<file path="config.mk">
export PLATFORM = sky130hd
export DESIGN_NAME = fifo_no_space_tracker
export DESIGN_NICKNAME = d
export VERILOG_FILES = /design/src/rtl/fifo_no_space_tracker.sv
export SDC_FILE = /design/constraint.sdc
export NUM_CORES = 1
export LEC_CHECK = 0
export CORE_UTILIZATION = 50
export CTS_BUF_LIST = sky130_fd_sc_hd__clkbuf_8
export CTS_CLUSTER_DIAMETER = 80
export DETAILED_ROUTE_END_ITERATION = 8
export MAX_ROUTING_LAYER = met4
export PLACE_DENSITY = 0.76
export SYNTH_ARGS = -nofsm -noshare
export SYNTH_HDL_FRONTEND = slang
export SYNTH_SLANG_ARGS = --single-unit
</file>
<file path="constraint.sdc">
create_clock -name clk -period 3.3 [get_ports clk]
set_input_delay 0.33 -clock clk [delete_from_list [all_inputs] [get_ports clk]]
set_output_delay 0.33 -clock clk [all_outputs]
set_load 0.005 [all_outputs]
</file>
<file path="src/rtl/fifo_no_space_tracker.sv">
// Single-clock FIFO that flags writes attempted while full, pulses once per
// error episode and keeps a saturating, software-clearable episode count.
module fifo_no_space_tracker #(
   parameter int DATA_W = 8,
   parameter int DEPTH  = 4,
   parameter int CNT_W  = 8
) (
   input  logic              clk,
   input  logic              rst,
   input  logic              wr_en,
   input  logic [DATA_W-1:0] wr_data,
   input  logic              rd_en,
   output logic [DATA_W-1:0] rd_data,
   output logic              rd_valid,
   output logic              full,
   output logic              empty,
   output logic              no_space_err,
   output logic              no_space_ctr_incr,
   output logic [CNT_W-1:0]  no_space_cnt,
   output logic              cnt_sat,
   input  logic              cnt_clr
);

   localparam int AW = $clog2(DEPTH);
   localparam logic [AW:0]      FULL_LVL = (AW+1)'(DEPTH);
   localparam logic [AW:0]      OCC_ONE  = (AW+1)'(1);
   localparam logic [AW-1:0]    PTR_ONE  = AW'(1);
   localparam logic [CNT_W-1:0] CNT_ONE  = CNT_W'(1);

   logic [DATA_W-1:0] mem [DEPTH];
   logic [AW-1:0]     wr_ptr;
   logic [AW-1:0]     rd_ptr;
   logic [AW:0]       count;
   logic              accept;
   logic              rd_ok;
   logic              err_d;
   logic [CNT_W-1:0]  cnt_nxt;

   assign full   = (count == FULL_LVL);
   assign empty  = (count == '0);
   // A same-cycle read never frees space for the write: full is pre-edge state.
   assign accept = wr_en & ~full;
   assign rd_ok  = rd_en & ~empty;

   always_ff @(posedge clk) begin
      if (accept) mem[wr_ptr] <= wr_data;
   end

   always_ff @(posedge clk or negedge rst) begin
      if (!rst) begin
         wr_ptr   <= '0;
         rd_ptr   <= '0;
         count    <= '0;
         rd_data  <= '0;
         rd_valid <= 1'b0;
      end else begin
         if (accept) wr_ptr <= wr_ptr + PTR_ONE;
         if (rd_ok) begin
            rd_data <= mem[rd_ptr];
            rd_ptr  <= rd_ptr + PTR_ONE;
         end
         rd_valid <= rd_ok;
         case ({accept, rd_ok})
            2'b10:   count <= count + OCC_ONE;
            2'b01:   count <= count - OCC_ONE;
            default: count <= count;
         endcase
      end
   end

   // Clear wins over a coincident increment; the increment is dropped.
   always_comb begin
      cnt_nxt = no_space_cnt;
      if (cnt_clr)
         cnt_nxt = '0;
      else if (no_space_ctr_incr && !cnt_sat)
         cnt_nxt = no_space_cnt + CNT_ONE;
   end

   always_ff @(posedge clk or negedge rst) begin
      if (!rst) begin
         no_space_err      <= 1'b0;
         err_d             <= 1'b0;
         no_space_ctr_incr <= 1'b0;
         no_space_cnt      <= '0;
         cnt_sat           <= 1'b0;
      end else begin
         no_space_err      <= wr_en & full;
         err_d             <= no_space_err;
         no_space_ctr_incr <= no_space_err & ~err_d;
         no_space_cnt      <= cnt_nxt;
         cnt_sat           <= &cnt_nxt;
      end
   end

endmodule

</file>
==> flow_metrics.env <==
export IMPL_status="completed"
export IMPL_final_nets=217
export IMPL_hp_class="in2async"
export IMPL_drt_iter0_markers=85
export IMPL_routed_wl_mm=4.31
export IMPL_endpoint_kind="flip-flop"
export IMPL_vias=1397
export IMPL_power_density_nw_per_um2=825
export IMPL_syn_cell_area_um2=2510
export IMPL_synth_async_reset_ratio=0.467
export IMPL_cts_hold_buf=0
export IMPL_antenna_found_initial=0
export IMPL_grt_pass1_vias=1418
export IMPL_die_w_um=72.9
export IMPL_vdd_drop_max_mv=0.534
export IMPL_synth_flop_cell="edfxtp_1"
export IMPL_post_route_drc_count=0
export IMPL_fin_crit_sh=0.676
export IMPL_post_cts_resized=0
export IMPL_max_slew_margin=0.616
export IMPL_critical_path_cell_chain="nor2_1 > nand2_1 > and2_1 > inv_2 > ha_1 > inv_1 > fa_1 > xor2_1 > nor2_1 > xor2_1"
export IMPL_power_switching_uw=692
export IMPL_hold_slack_ns=0.371
export IMPL_cts_sinks=60
export IMPL_slew_viol_final=0
export IMPL_swShare=0.265
export IMPL_areaGrowthSynthToFinish_pct=26.1
export IMPL_clkLatencyLatePin_ns=0.34
export IMPL_ant_nets=0
export IMPL_slowest_delay_ns=0.42
export IMPL_fin_worst_skew_ns=0.00561
export IMPL_synth_top_area_cell="edfxtp_1"
export IMPL_p_leak_nw=1.29
export IMPL_n_antenna_cell=0
export IMPL_finalHoldViolations=0
export IMPL_viasPerCell=5.19
export IMPL_yosysUniqueCellTypes=36
export IMPL_cts_made_buffers=9
export IMPL_fillers=338
export IMPL_io_buffer_count=34
export IMPL_startpoint_type="flip-flop"
export IMPL_period_minus_slack_ns=2.23
export IMPL_worst_path_max_delay_cell="dfrtp_1"
export IMPL_cts_setup_buffers=0
export IMPL_fmax_ghz=0.448
export IMPL_syn_nets=173
export IMPL_syn_inst=153
export IMPL_core_rowCount=25
export IMPL_grt_util_all_layers=0.194
export IMPL_setup_tns_final_ns=0
export IMPL_worstSetupPathType="reg2reg"
export IMPL_die_area_um2=5310
export IMPL_synth_warning_count=0
export IMPL_grt_start_max_net_pins=29
export IMPL_core_area_um2=4790
export IMPL_worstPathRequired_ns=3.55
export IMPL_clock_path_buffers=2
export IMPL_tightest_slew_ns=0.576
export IMPL_path_clk_slew_ns=0.07
export IMPL_synth_top_cell_area_share=0.382
export IMPL_synthTopCellsByCount="edfxtp_1, dfrtp_1, inv_1"
export IMPL_synth_seq_cells=60
export IMPL_p_seq_frac=0.436
export IMPL_grt_first_pass_wirelength_mm=6.93
export IMPL_post_dp_hpwl_mm=2.96
export IMPL_crit_buf_inv=2
export IMPL_multi_input_area_um2=788
export IMPL_dr_pass1_iters=4
export IMPL_regArea_um2=1660
export IMPL_layout_drive_gt1_share=0.193
export IMPL_synth_area_top_cells="edfxtp_1, dfrtp_1, mux4_2"
export IMPL_yosysSeqAreaShare=0.661
export IMPL_initial_utilization=0.525
export IMPL_synth_most_common_cell="edfxtp_1"
export IMPL_power_frac_clock=0.301
export IMPL_worst_ep_arrival_time_ns=2.49
export IMPL_cts_root_buf="clkbuf_8"
export IMPL_h_tree_depth=3
export IMPL_ios=35
export IMPL_setup_viol=0
export IMPL_path_max_fanout=6
export IMPL_tritoncts="done"
export IMPL_rsz0062_at_grt="false"
export IMPL_cap_violations=0
export IMPL_internal_power_mw=1.92
export IMPL_post_synth_cell_area_avg_um2=16.4
export IMPL_grt_ovfl_total=0
export IMPL_pwr_share_comb=0.263
export IMPL_crit_family="simple AND/OR/NAND/NOR gates"
export IMPL_post_drt_wl_per_cell_um=16.0
export IMPL_synth_edff_count=32
export IMPL_die_h_um=72.9
export IMPL_gp_congestion=0.791
## path summary, 6_finish.rpt
path	from	endpoint	slack [ns]	depth (start not counted)
min in group clk	err_d	no_space_ctr_incr	0.39	1
max	count[0]	count[2]	1.07	10
max in group asynchronous	rst	no_space_cnt[5]	2.66	2
min reg2reg	err_d	no_space_ctr_incr	0.39	1
max reg2reg	count[0]	count[2]	1.07	10
min	rst	no_space_cnt[2]	0.37	2
## registers in the layout (all words and copies together) (netlist names)
register,flops
rd_data,8
no_space_ctr_incr,1
err_d,1
wr_ptr,2
rd_valid,1
cnt_sat,1
count,3
no_space_cnt,8
rd_ptr,2
mem,32
no_space_err,1
## cell usage in the layout, fill, tap and decap left out, drive strengths merged, types with 2 or more instances in the layout
master | Yosys | layout
nand3b | 2 | 2
clkbuf | 1 | 9
mux4 | 8 | 8
nor2b | 2 | 2
edfxtp | 32 | 32
o21a | 5 | 5
inv | 12 | 14
nor2 | 6 | 6
and2b | 2 | 2
mux2 | 10 | 10
clkdlybuf4s50 | 0 | 34
nor3 | 4 | 4
bufinv | 0 | 3
xnor2 | 6 | 6
mux2i | 2 | 2
o22ai | 2 | 2
nand3 | 4 | 4
nand2 | 3 | 3
xor2 | 2 | 2
nand2b | 2 | 2
and3 | 5 | 5
ha | 6 | 6
dfrtp | 28 | 28
## kinds of logic after synthesis
group                      after synthesis  share of synthesized area
xor gates and xnor gates                 8                     0.0279
adders and majority gates                7                     0.0378
buffers and inverters                   14                     0.0249
DFF                                     60                      0.661
AOI/OAI and AO/OA                        9                     0.0239
and+or+nand+nor                         35                     0.0876
muxes                                   20                      0.136
## final cells by class
class | count | share of cell area
Sequential cell | 60 | 0.524
Multi-Input combinational cell | 79 | 0.249
Timing Repair Buffer | 35 | 0.110
Clock buffer | 9 | 0.0391
Clock inverter | 7 | 0.0363
Tap cell | 67 | 0.0265
Inverter | 12 | 0.0150
## metrics by stage
stage	worst slack (ns)	util	total power, mW	instances	instance area (µm²)
final	1.07	0.662	2.61	269	3170
after global routing	0.915	0.662	2.75	269	3170
after CTS	1.08	0.662	2.64	269	3170
after detailed placement	0.989	0.612	1.85	253	2930
after global placement	1.14	0.612	1.81	253	2930
after floorplan	1.39	-	1.58	153	2510
## routing by layer
metal  vias to the layer above  track usage  share of wire
li1                        648            -              -
met5                         -            -              0
met4                         0       0.0828          0.013
met3                         8       0.0801          0.044
met2                        36        0.292           0.50
met1                       705        0.230           0.44
## power groups by stage
| stage | registers, mW | clock network, mW | logic (mW) |
|---|---|---|---|
| 3_5_place_dp | 1.16 | 0 | 0.692 |
| 5_1_grt | 1.17 | 0.834 | 0.750 |
| 2_1_floorplan | 1.09 | 0 | 0.490 |
| 6_report | 1.14 | 0.786 | 0.688 |
| 3_3_place_gp | 1.15 | 0 | 0.662 |
| 4_1_cts | 1.15 | 0.804 | 0.696 |
No activity file was read; power rests on OpenSTA's default activity.
